[src/rtl/video_sprite_eval_if.sv]
// ---------------------------------------------------------------------------
// video_sprite_eval_if
//
// Purpose: bundles the scanline request, primary OAM read port, secondary
// OAM write port and the result flags of the sprite evaluator.
//
// Signals:
//   I_start     request pulse, begins evaluation of one scanline
//   I_scanline  target scanline (latched on an accepted start)
//   I_tall      sprite height select, 0 = 8 rows, 1 = 16 rows
//   O_oam_addr  primary OAM read address
//   I_oam_data  primary OAM read data, combinational from O_oam_addr
//   O_sec_addr  secondary OAM write address
//   O_sec_data  secondary OAM write data
//   O_sec_wren  secondary OAM write strobe
//   O_busy      evaluation in progress
//   O_done      one-cycle completion pulse
//   O_count     sprites copied (0..8)
//   O_overflow  a ninth in-range sprite was found
//   O_sprite0   sprite 0 is in range
//
// Modports:
//   master  the requester / memory side (drives the I_* signals)
//   slave   the evaluator itself (drives the O_* signals)
// ---------------------------------------------------------------------------
interface video_sprite_eval_if;
  logic       I_start;
  logic [7:0] I_scanline;
  logic       I_tall;
  logic [7:0] O_oam_addr;
  logic [7:0] I_oam_data;
  logic [4:0] O_sec_addr;
  logic [7:0] O_sec_data;
  logic       O_sec_wren;
  logic       O_busy;
  logic       O_done;
  logic [3:0] O_count;
  logic       O_overflow;
  logic       O_sprite0;

  modport master (
    output I_start, I_scanline, I_tall, I_oam_data,
    input  O_oam_addr, O_sec_addr, O_sec_data, O_sec_wren,
           O_busy, O_done, O_count, O_overflow, O_sprite0
  );

  modport slave (
    input  I_start, I_scanline, I_tall, I_oam_data,
    output O_oam_addr, O_sec_addr, O_sec_data, O_sec_wren,
           O_busy, O_done, O_count, O_overflow, O_sprite0
  );
endinterface

[src/rtl/video_sprite_eval.sv]
// ---------------------------------------------------------------------------
// video_sprite_eval
//
// Purpose: per-scanline sprite evaluator. On a start request it clears the
// 32-byte secondary OAM to 0xFF, then walks the 64 primary OAM entries,
// copying the 4 bytes of each sprite whose Y places it on the requested
// scanline, up to 8 sprites. A ninth in-range sprite raises the overflow
// flag and ends the scan immediately.
//
// Ports:
//   I_clock  system clock, rising edge
//   I_reset  asynchronous active-high reset
//   bus      video_sprite_eval_if.slave (request, OAM ports, results)
//
// Cycle cost: start -> 32 CLEAR cycles -> per sprite 1 EVAL cycle, plus
// 3 COPY cycles when the sprite is copied -> 1 DONE cycle.
//
// All bus outputs are decoded combinationally from the registered state so
// that reset forces them to their idle values immediately, without waiting
// for a clock edge.
// ---------------------------------------------------------------------------
module video_sprite_eval (
  input  logic                 I_clock,
  input  logic                 I_reset,
  video_sprite_eval_if.slave   bus
);

  localparam logic [2:0] ST_IDLE  = 3'd0;
  localparam logic [2:0] ST_CLEAR = 3'd1;
  localparam logic [2:0] ST_EVAL  = 3'd2;
  localparam logic [2:0] ST_COPY  = 3'd3;
  localparam logic [2:0] ST_DONE  = 3'd4;

  localparam logic [7:0] CLEAR_BYTE = 8'hFF;

  // ---------------------------------------------------------------------
  // State
  // ---------------------------------------------------------------------
  logic [2:0] state_q,    state_d;
  logic [5:0] n_q,        n_d;         // primary OAM sprite index
  logic [4:0] idx_q,      idx_d;       // CLEAR address / COPY byte index
  logic [3:0] count_q,    count_d;     // sprites copied so far
  logic       overflow_q, overflow_d;
  logic       sprite0_q,  sprite0_d;
  logic [7:0] scanline_q, scanline_d;
  logic       tall_q,     tall_d;

  // Combinational bus outputs
  logic [7:0] oam_addr;
  logic [4:0] sec_addr;
  logic [7:0] sec_data;
  logic       sec_wren;

  // ---------------------------------------------------------------------
  // Range test: 9-bit subtraction so a sprite starting below the
  // scanline (Y > scanline) shows up as a set borrow bit rather than a
  // large positive row offset.
  // ---------------------------------------------------------------------
  logic [8:0] diff;
  logic [7:0] height;
  logic       in_range;
  logic       last_sprite;
  logic       sec_full;

  assign diff        = {1'b0, scanline_q} - {1'b0, bus.I_oam_data};
  assign height      = tall_q ? 8'd16 : 8'd8;
  assign in_range    = ~diff[8] && (diff[7:0] < height);
  assign last_sprite = (n_q == 6'd63);
  assign sec_full    = count_q[3];     // count_q == 8

  // ---------------------------------------------------------------------
  // Next-state and output decode
  // ---------------------------------------------------------------------
  always_comb begin
    state_d    = state_q;
    n_d        = n_q;
    idx_d      = idx_q;
    count_d    = count_q;
    overflow_d = overflow_q;
    sprite0_d  = sprite0_q;
    scanline_d = scanline_q;
    tall_d     = tall_q;

    oam_addr   = 8'd0;
    sec_addr   = 5'd0;
    sec_data   = 8'd0;
    sec_wren   = 1'b0;

    case (state_q)
      ST_IDLE: begin
        if (bus.I_start) begin
          scanline_d = bus.I_scanline;
          tall_d     = bus.I_tall;
          count_d    = 4'd0;
          overflow_d = 1'b0;
          sprite0_d  = 1'b0;
          n_d        = 6'd0;
          idx_d      = 5'd0;
          state_d    = ST_CLEAR;
        end
      end

      ST_CLEAR: begin
        sec_wren = 1'b1;
        sec_addr = idx_q;
        sec_data = CLEAR_BYTE;
        if (idx_q == 5'd31) begin
          idx_d   = 5'd0;
          n_d     = 6'd0;
          state_d = ST_EVAL;
        end else begin
          idx_d = idx_q + 5'd1;
        end
      end

      ST_EVAL: begin
        oam_addr = {n_q, 2'b00};
        if (in_range && !sec_full) begin
          // The Y byte goes out in the same cycle it is tested, so COPY
          // only has the remaining three bytes to move.
          sec_wren = 1'b1;
          sec_addr = {count_q[2:0], 2'b00};
          sec_data = bus.I_oam_data;
          if (n_q == 6'd0) begin
            sprite0_d = 1'b1;
          end
          idx_d   = 5'd1;
          state_d = ST_COPY;
        end else if (in_range) begin
          // Secondary OAM is already full: this is the ninth hit.
          overflow_d = 1'b1;
          state_d    = ST_DONE;
        end else if (last_sprite) begin
          state_d = ST_DONE;
        end else begin
          n_d = n_q + 6'd1;
        end
      end

      ST_COPY: begin
        oam_addr = {n_q, idx_q[1:0]};
        sec_wren = 1'b1;
        sec_addr = {count_q[2:0], idx_q[1:0]};
        sec_data = bus.I_oam_data;
        if (idx_q[1:0] == 2'd3) begin
          count_d = count_q + 4'd1;
          idx_d   = 5'd0;
          // Sprite 63 finishes its copy and then ends the scan; the
          // index never wraps back to 0.
          if (last_sprite) begin
            state_d = ST_DONE;
          end else begin
            n_d     = n_q + 6'd1;
            state_d = ST_EVAL;
          end
        end else begin
          idx_d = idx_q + 5'd1;
        end
      end

      ST_DONE: begin
        state_d = ST_IDLE;
      end

      default: begin
        state_d = ST_IDLE;
      end
    endcase
  end

  // ---------------------------------------------------------------------
  // Registers
  // ---------------------------------------------------------------------
  always_ff @(posedge I_clock or posedge I_reset) begin
    if (I_reset) begin
      state_q    <= ST_IDLE;
      n_q        <= 6'd0;
      idx_q      <= 5'd0;
      count_q    <= 4'd0;
      overflow_q <= 1'b0;
      sprite0_q  <= 1'b0;
      scanline_q <= 8'd0;
      tall_q     <= 1'b0;
    end else begin
      state_q    <= state_d;
      n_q        <= n_d;
      idx_q      <= idx_d;
      count_q    <= count_d;
      overflow_q <= overflow_d;
      sprite0_q  <= sprite0_d;
      scanline_q <= scanline_d;
      tall_q     <= tall_d;
    end
  end

  // ---------------------------------------------------------------------
  // Bus outputs
  // ---------------------------------------------------------------------
  assign bus.O_oam_addr = oam_addr;
  assign bus.O_sec_addr = sec_addr;
  assign bus.O_sec_data = sec_data;
  assign bus.O_sec_wren = sec_wren;
  assign bus.O_busy     = (state_q != ST_IDLE);
  assign bus.O_done     = (state_q == ST_DONE);
  assign bus.O_count    = count_q;
  assign bus.O_overflow = overflow_q;
  assign bus.O_sprite0  = sprite0_q;

endmodule

[src/flat_wrapper.sv]
// flat-port wrapper written by rule: the top's interface ports become plain ports
module video_sprite_eval_flat 
  (I_clock, I_reset, bus_I_start, bus_I_scanline, bus_I_tall, bus_I_oam_data, bus_O_oam_addr, bus_O_sec_addr, bus_O_sec_data, bus_O_sec_wren, bus_O_busy, bus_O_done, bus_O_count, bus_O_overflow, bus_O_sprite0);
  video_sprite_eval_if bus_i ();
  input  logic I_clock;
  input  logic I_reset;
  input wire logic [$bits(bus_i.I_start)-1:0] bus_I_start;
  input wire logic [$bits(bus_i.I_scanline)-1:0] bus_I_scanline;
  input wire logic [$bits(bus_i.I_tall)-1:0] bus_I_tall;
  input wire logic [$bits(bus_i.I_oam_data)-1:0] bus_I_oam_data;
  output wire logic [$bits(bus_i.O_oam_addr)-1:0] bus_O_oam_addr;
  output wire logic [$bits(bus_i.O_sec_addr)-1:0] bus_O_sec_addr;
  output wire logic [$bits(bus_i.O_sec_data)-1:0] bus_O_sec_data;
  output wire logic [$bits(bus_i.O_sec_wren)-1:0] bus_O_sec_wren;
  output wire logic [$bits(bus_i.O_busy)-1:0] bus_O_busy;
  output wire logic [$bits(bus_i.O_done)-1:0] bus_O_done;
  output wire logic [$bits(bus_i.O_count)-1:0] bus_O_count;
  output wire logic [$bits(bus_i.O_overflow)-1:0] bus_O_overflow;
  output wire logic [$bits(bus_i.O_sprite0)-1:0] bus_O_sprite0;
  assign bus_i.I_start = bus_I_start;
  assign bus_i.I_scanline = bus_I_scanline;
  assign bus_i.I_tall = bus_I_tall;
  assign bus_i.I_oam_data = bus_I_oam_data;
  assign bus_O_oam_addr = bus_i.O_oam_addr;
  assign bus_O_sec_addr = bus_i.O_sec_addr;
  assign bus_O_sec_data = bus_i.O_sec_data;
  assign bus_O_sec_wren = bus_i.O_sec_wren;
  assign bus_O_busy = bus_i.O_busy;
  assign bus_O_done = bus_i.O_done;
  assign bus_O_count = bus_i.O_count;
  assign bus_O_overflow = bus_i.O_overflow;
  assign bus_O_sprite0 = bus_i.O_sprite0;
  video_sprite_eval u_core (.I_clock(I_clock), .I_reset(I_reset), .bus(bus_i));
endmodule
[config.mk]
export PLATFORM = sky130hd
export DESIGN_NAME = video_sprite_eval_flat
export DESIGN_NICKNAME = d
export VERILOG_FILES = /design/src/rtl/video_sprite_eval_if.sv /design/src/rtl/video_sprite_eval.sv /design/src/flat_wrapper.sv
export SDC_FILE = /design/constraint.sdc
export NUM_CORES = 1
export LEC_CHECK = 0
export CORE_MARGIN = 5
export CORE_UTILIZATION = 35
export CTS_CLUSTER_DIAMETER = 80
export CTS_CLUSTER_SIZE = 25
export DETAILED_ROUTE_END_ITERATION = 6
export PLACE_DENSITY = 0.68
export SETUP_SLACK_MARGIN = 0.15
export SLEW_MARGIN = 20
export SYNTH_ARGS = -nofsm -noshare
export SYNTH_HDL_FRONTEND = slang
export SYNTH_SLANG_ARGS = --single-unit
export TNS_END_PERCENT = 5
[constraint.sdc]
create_clock -name I_clock -period 3.3 [get_ports I_clock]
set_input_delay 0.33 -clock I_clock [delete_from_list [all_inputs] [get_ports I_clock]]
set_output_delay 0.33 -clock I_clock [all_outputs]
set_load 0.01 [all_outputs]
==> summary.txt <==
CP Depth = 13
Total Routing Usage GR = 0.1690
Share of post-route cells with drive strength above 1 = 0.3115
Slew Viols, Final = 0
Total Nets Final = 355
CTS Root Cell = clkbuf_8
Worst-Margin Slew = 551.3 ps
Worst flop-to-flop path endpoint = u_core.idx_q[4]
Max incr delay on CP = 470 ps
Skew-Pair Late Insertion Delay = 280 ps
Via count = 2118
Post-synthesis async set-or-reset flop share = 1.000
Sequential area share after synthesis = 0.3438
Crit path capture = bus_O_sec_addr[3]
Setup TNS = 0 ps
Vias in the first global route = 2205
CP Buf/Inv Count = 5
CP Cell Sequence = clkdlybuf4s50_1 -> inv_2 -> ha_4 -> a21o_1 -> a21oi_1 -> o211ai_1 -> a221o_1 -> or2_4 -> o32ai_4 -> buf_4 -> buf_6 -> a22o_1 -> buf_2
Initial DRC count = 112
Worst-path fanout max = 6
Clk_skew = 3.522 ps
LEAKAGE = 1.377 nW
Worst r2r path cells = 12
Starting Density = 0.3586
Worst R2R Setup Slack = 550 ps
Post-synth EDFFs = 0
Main area contributors after synthesis = dfrtp_1 34%, ha_1 8.3%, mux2_2 4.8%
Cts bufs inserted = 5
Worst setup SP type = input port
Placed wire-length estimate = 4139 um
Area grow syn2layout = 48.61%
Max VDD drop = 0.3922 mV
Yosys reg bits = 29
Commonest non-fill, non-tap cell in the layout = clkdlybuf4s50_1
Beginning of the critical path = bus_I_oam_data[4]
Critical path data arrival time = 2970 ps
Via density = 5.348
RSZ-0062 raised after global routing = yes
CP top delay family = compound AO/OA/AOI/OAI gates
Detail Route Antenna Nets = 0
Drt wl/cell = 15.38 um
Cell variety after synth = 50
Ant diodes = 0
Fin util = 0.5330
Slowest cell on the critical path = clkdlybuf4s50_1
Pin count of the biggest net entering global routing = 30
Routability-driven placement congestion ratio = 0.8350
Yosys top cell area share = 0.3438
PortBufs = 49
Final Hold Viols = 0
Maximum clock path buffer count = 2
Core Area = 5886 um^2
Htree depth = 2
CTS tree = yes
Worst flop-to-flop path startpoint = u_core.scanline_q[2]
CP Capture Type = output pin
GRT busiest layer = met2
Total area of sequential cells = 725.7 um^2
Fin crit share = 0.9986
Fmax = 303.5 MHz
Met3 usage = 0.03010
P per Cell Area = 889.2 nW/um^2
# fillers = 550
First-pass GRT wire length = 10430 um
Status = finished, final reports clean
Dominant cell type by area after synthesis = dfrtp_1
Initial antenna violation count = 0
DRC viols = 0
Io pins = 50
Top_reg_cell synth = dfrtp_1
Final WL = 6092 um
Critical path class = input port to output pin
CTS clock-pin slew for the worst setup and hold paths = 60 ps
Routing usage on met2 = 0.2938
Max-capacitance violation count = 0
Final min period = 3295 ps
Clock net sink count = 29
Syn Nets = 275
Pre-CTS WS = -858.7 ps
Avg Cell Area, Syn = 8.758 um^2
Ys Warns = 0
Critical Path RT = 2970 ps
Die area = 7684 um^2
GR Layer Usage met1 = 0.2110
Hold Path Class = input port to asynchronous set/reset pin
Final setup violation count = 0
Die width = 87.66 um
Max_slew headroom = 0.6296
GRT overflow = 0
Commonest cells after routing, fill and taps aside = 34 x clkdlybuf4s50_1, 31 x buf_4, 29 x dfrtp_1
Syn Inst Count = 241
Synth Cell Area = 2111 um^2
Die Span Y = 87.66 um
Drt first pass iters = 4
Number of core rows = 28
Final setup margin = 4.600 ps
Area of the multi-input gates = 1436 um^2
layout make-up:
cell class              count  area share
clock buffers               7     0.02752
well taps                  75     0.02992
inverters                  21     0.02513
multi-input cells         179      0.4579
flip-flops and latches     29      0.2314
repair buffers             85      0.2282
per-stage QoR:
stage / total power, W / hold WS, ps / std cells / instance area (um^2)
global route: 0.003005 / 489.2 / 396 / 3137
CTS: 0.002779 / 453.1 / 395 / 3152
detailed placement: 0.002178 / 506.4 / 378 / 2835
global placement: 0.002133 / 490.9 / 378 / 2835
floorplan: 0.001574 / 408.1 / 241 / 2128
finish: 0.002789 / 437.2 / 396 / 3137
power by group:
group / total [W] / internal [W] / leakage, nW / switching [W]
sequential: 0.000611 / 0.000475 / 0.375 / 0.000135
combinational: 0.00188 / 0.000947 / 0.958 / 0.000934
clock: 0.000298 / 0.000165 / 0.0443 / 0.000133
total: 0.00279 / 0.00159 / 1.38 / 0.00120
state kept, by name (all words and copies together) (netlist names):
signal / cells
u_core.bus.O_count: 4
u_core.bus.O_overflow: 1
u_core.bus.O_sprite0: 1
u_core.idx_q: 5
u_core.n_q: 6
u_core.scanline_q: 8
u_core.state_q: 3
u_core.tall_q: 1
kinds of logic after synthesis:
kind of cell / share of synthesized area
simple gates: 0.2057
mux: 0.06698
flops: 0.3438
compound gates: 0.2164
xor+xnor: 0.01245
buf+inv: 0.07173
fa+ha+maj: 0.08299
worst min path at each step:
| stage | startpoint | end | depth (start not counted) |
|---|---|---|---|
| after floorplan | I_reset | u_core.bus.O_count[0] | 1 |
| after global placement | u_core.scanline_q[0] | u_core.scanline_q[0] | 1 |
| after detailed placement | u_core.scanline_q[4] | u_core.scanline_q[4] | 1 |
| after CTS | I_reset | u_core.scanline_q[4] | 3 |
| after global routing | I_reset | u_core.scanline_q[5] | 3 |
| final | I_reset | u_core.scanline_q[1] | 3 |
synthesized netlist by cell type, types with 2 or more instances:
| master | count |
|---|---|
| a21oi_1 | 9 |
| o21ai_0 | 13 |
| ha_1 | 14 |
| nand3_1 | 5 |
| and2_1 | 2 |
| mux2_2 | 9 |
| nor4b_1 | 2 |
| mux2i_1 | 4 |
| o21ai_1 | 2 |
| and3_1 | 7 |
| nor4_1 | 5 |
| or3_1 | 4 |
| buf_6 | 3 |
| nor2b_1 | 3 |
| nand4_1 | 2 |
| o31ai_1 | 4 |
| clkbuf_1 | 7 |
| a22o_1 | 6 |
| dfrtp_1 | 29 |
| inv_1 | 21 |
| nor3_1 | 12 |
| nor2_1 | 19 |
| xor2_1 | 2 |
| a2bb2oi_1 | 2 |
| buf_1 | 2 |
| o2bb2ai_1 | 2 |
| nand2_1 | 21 |
| a21oi_2 | 8 |
routing by layer:
metal / vias up / routed length [um]
met5: - / 0
met4: 0 / 68
met3: 7 / 237
met2: 48 / 3116
met1: 1028 / 2669
li1: 1035 / -
what timing repair did:
action,4_1_cts,5_1_grt
resized for setup,63,24
pin swaps,25,2
endpoints found under the hold margin,0,0
endpoints found under the setup margin,13,13
buffers inserted,9,1
hold buffers,0,0
gates cloned,1,0
worst min-delay path: stages:
cell	delay (ps)
clkdlybuf4s50_1	400
inv_1	50
buf_4	350
Power figures use the tool's default switching activity.
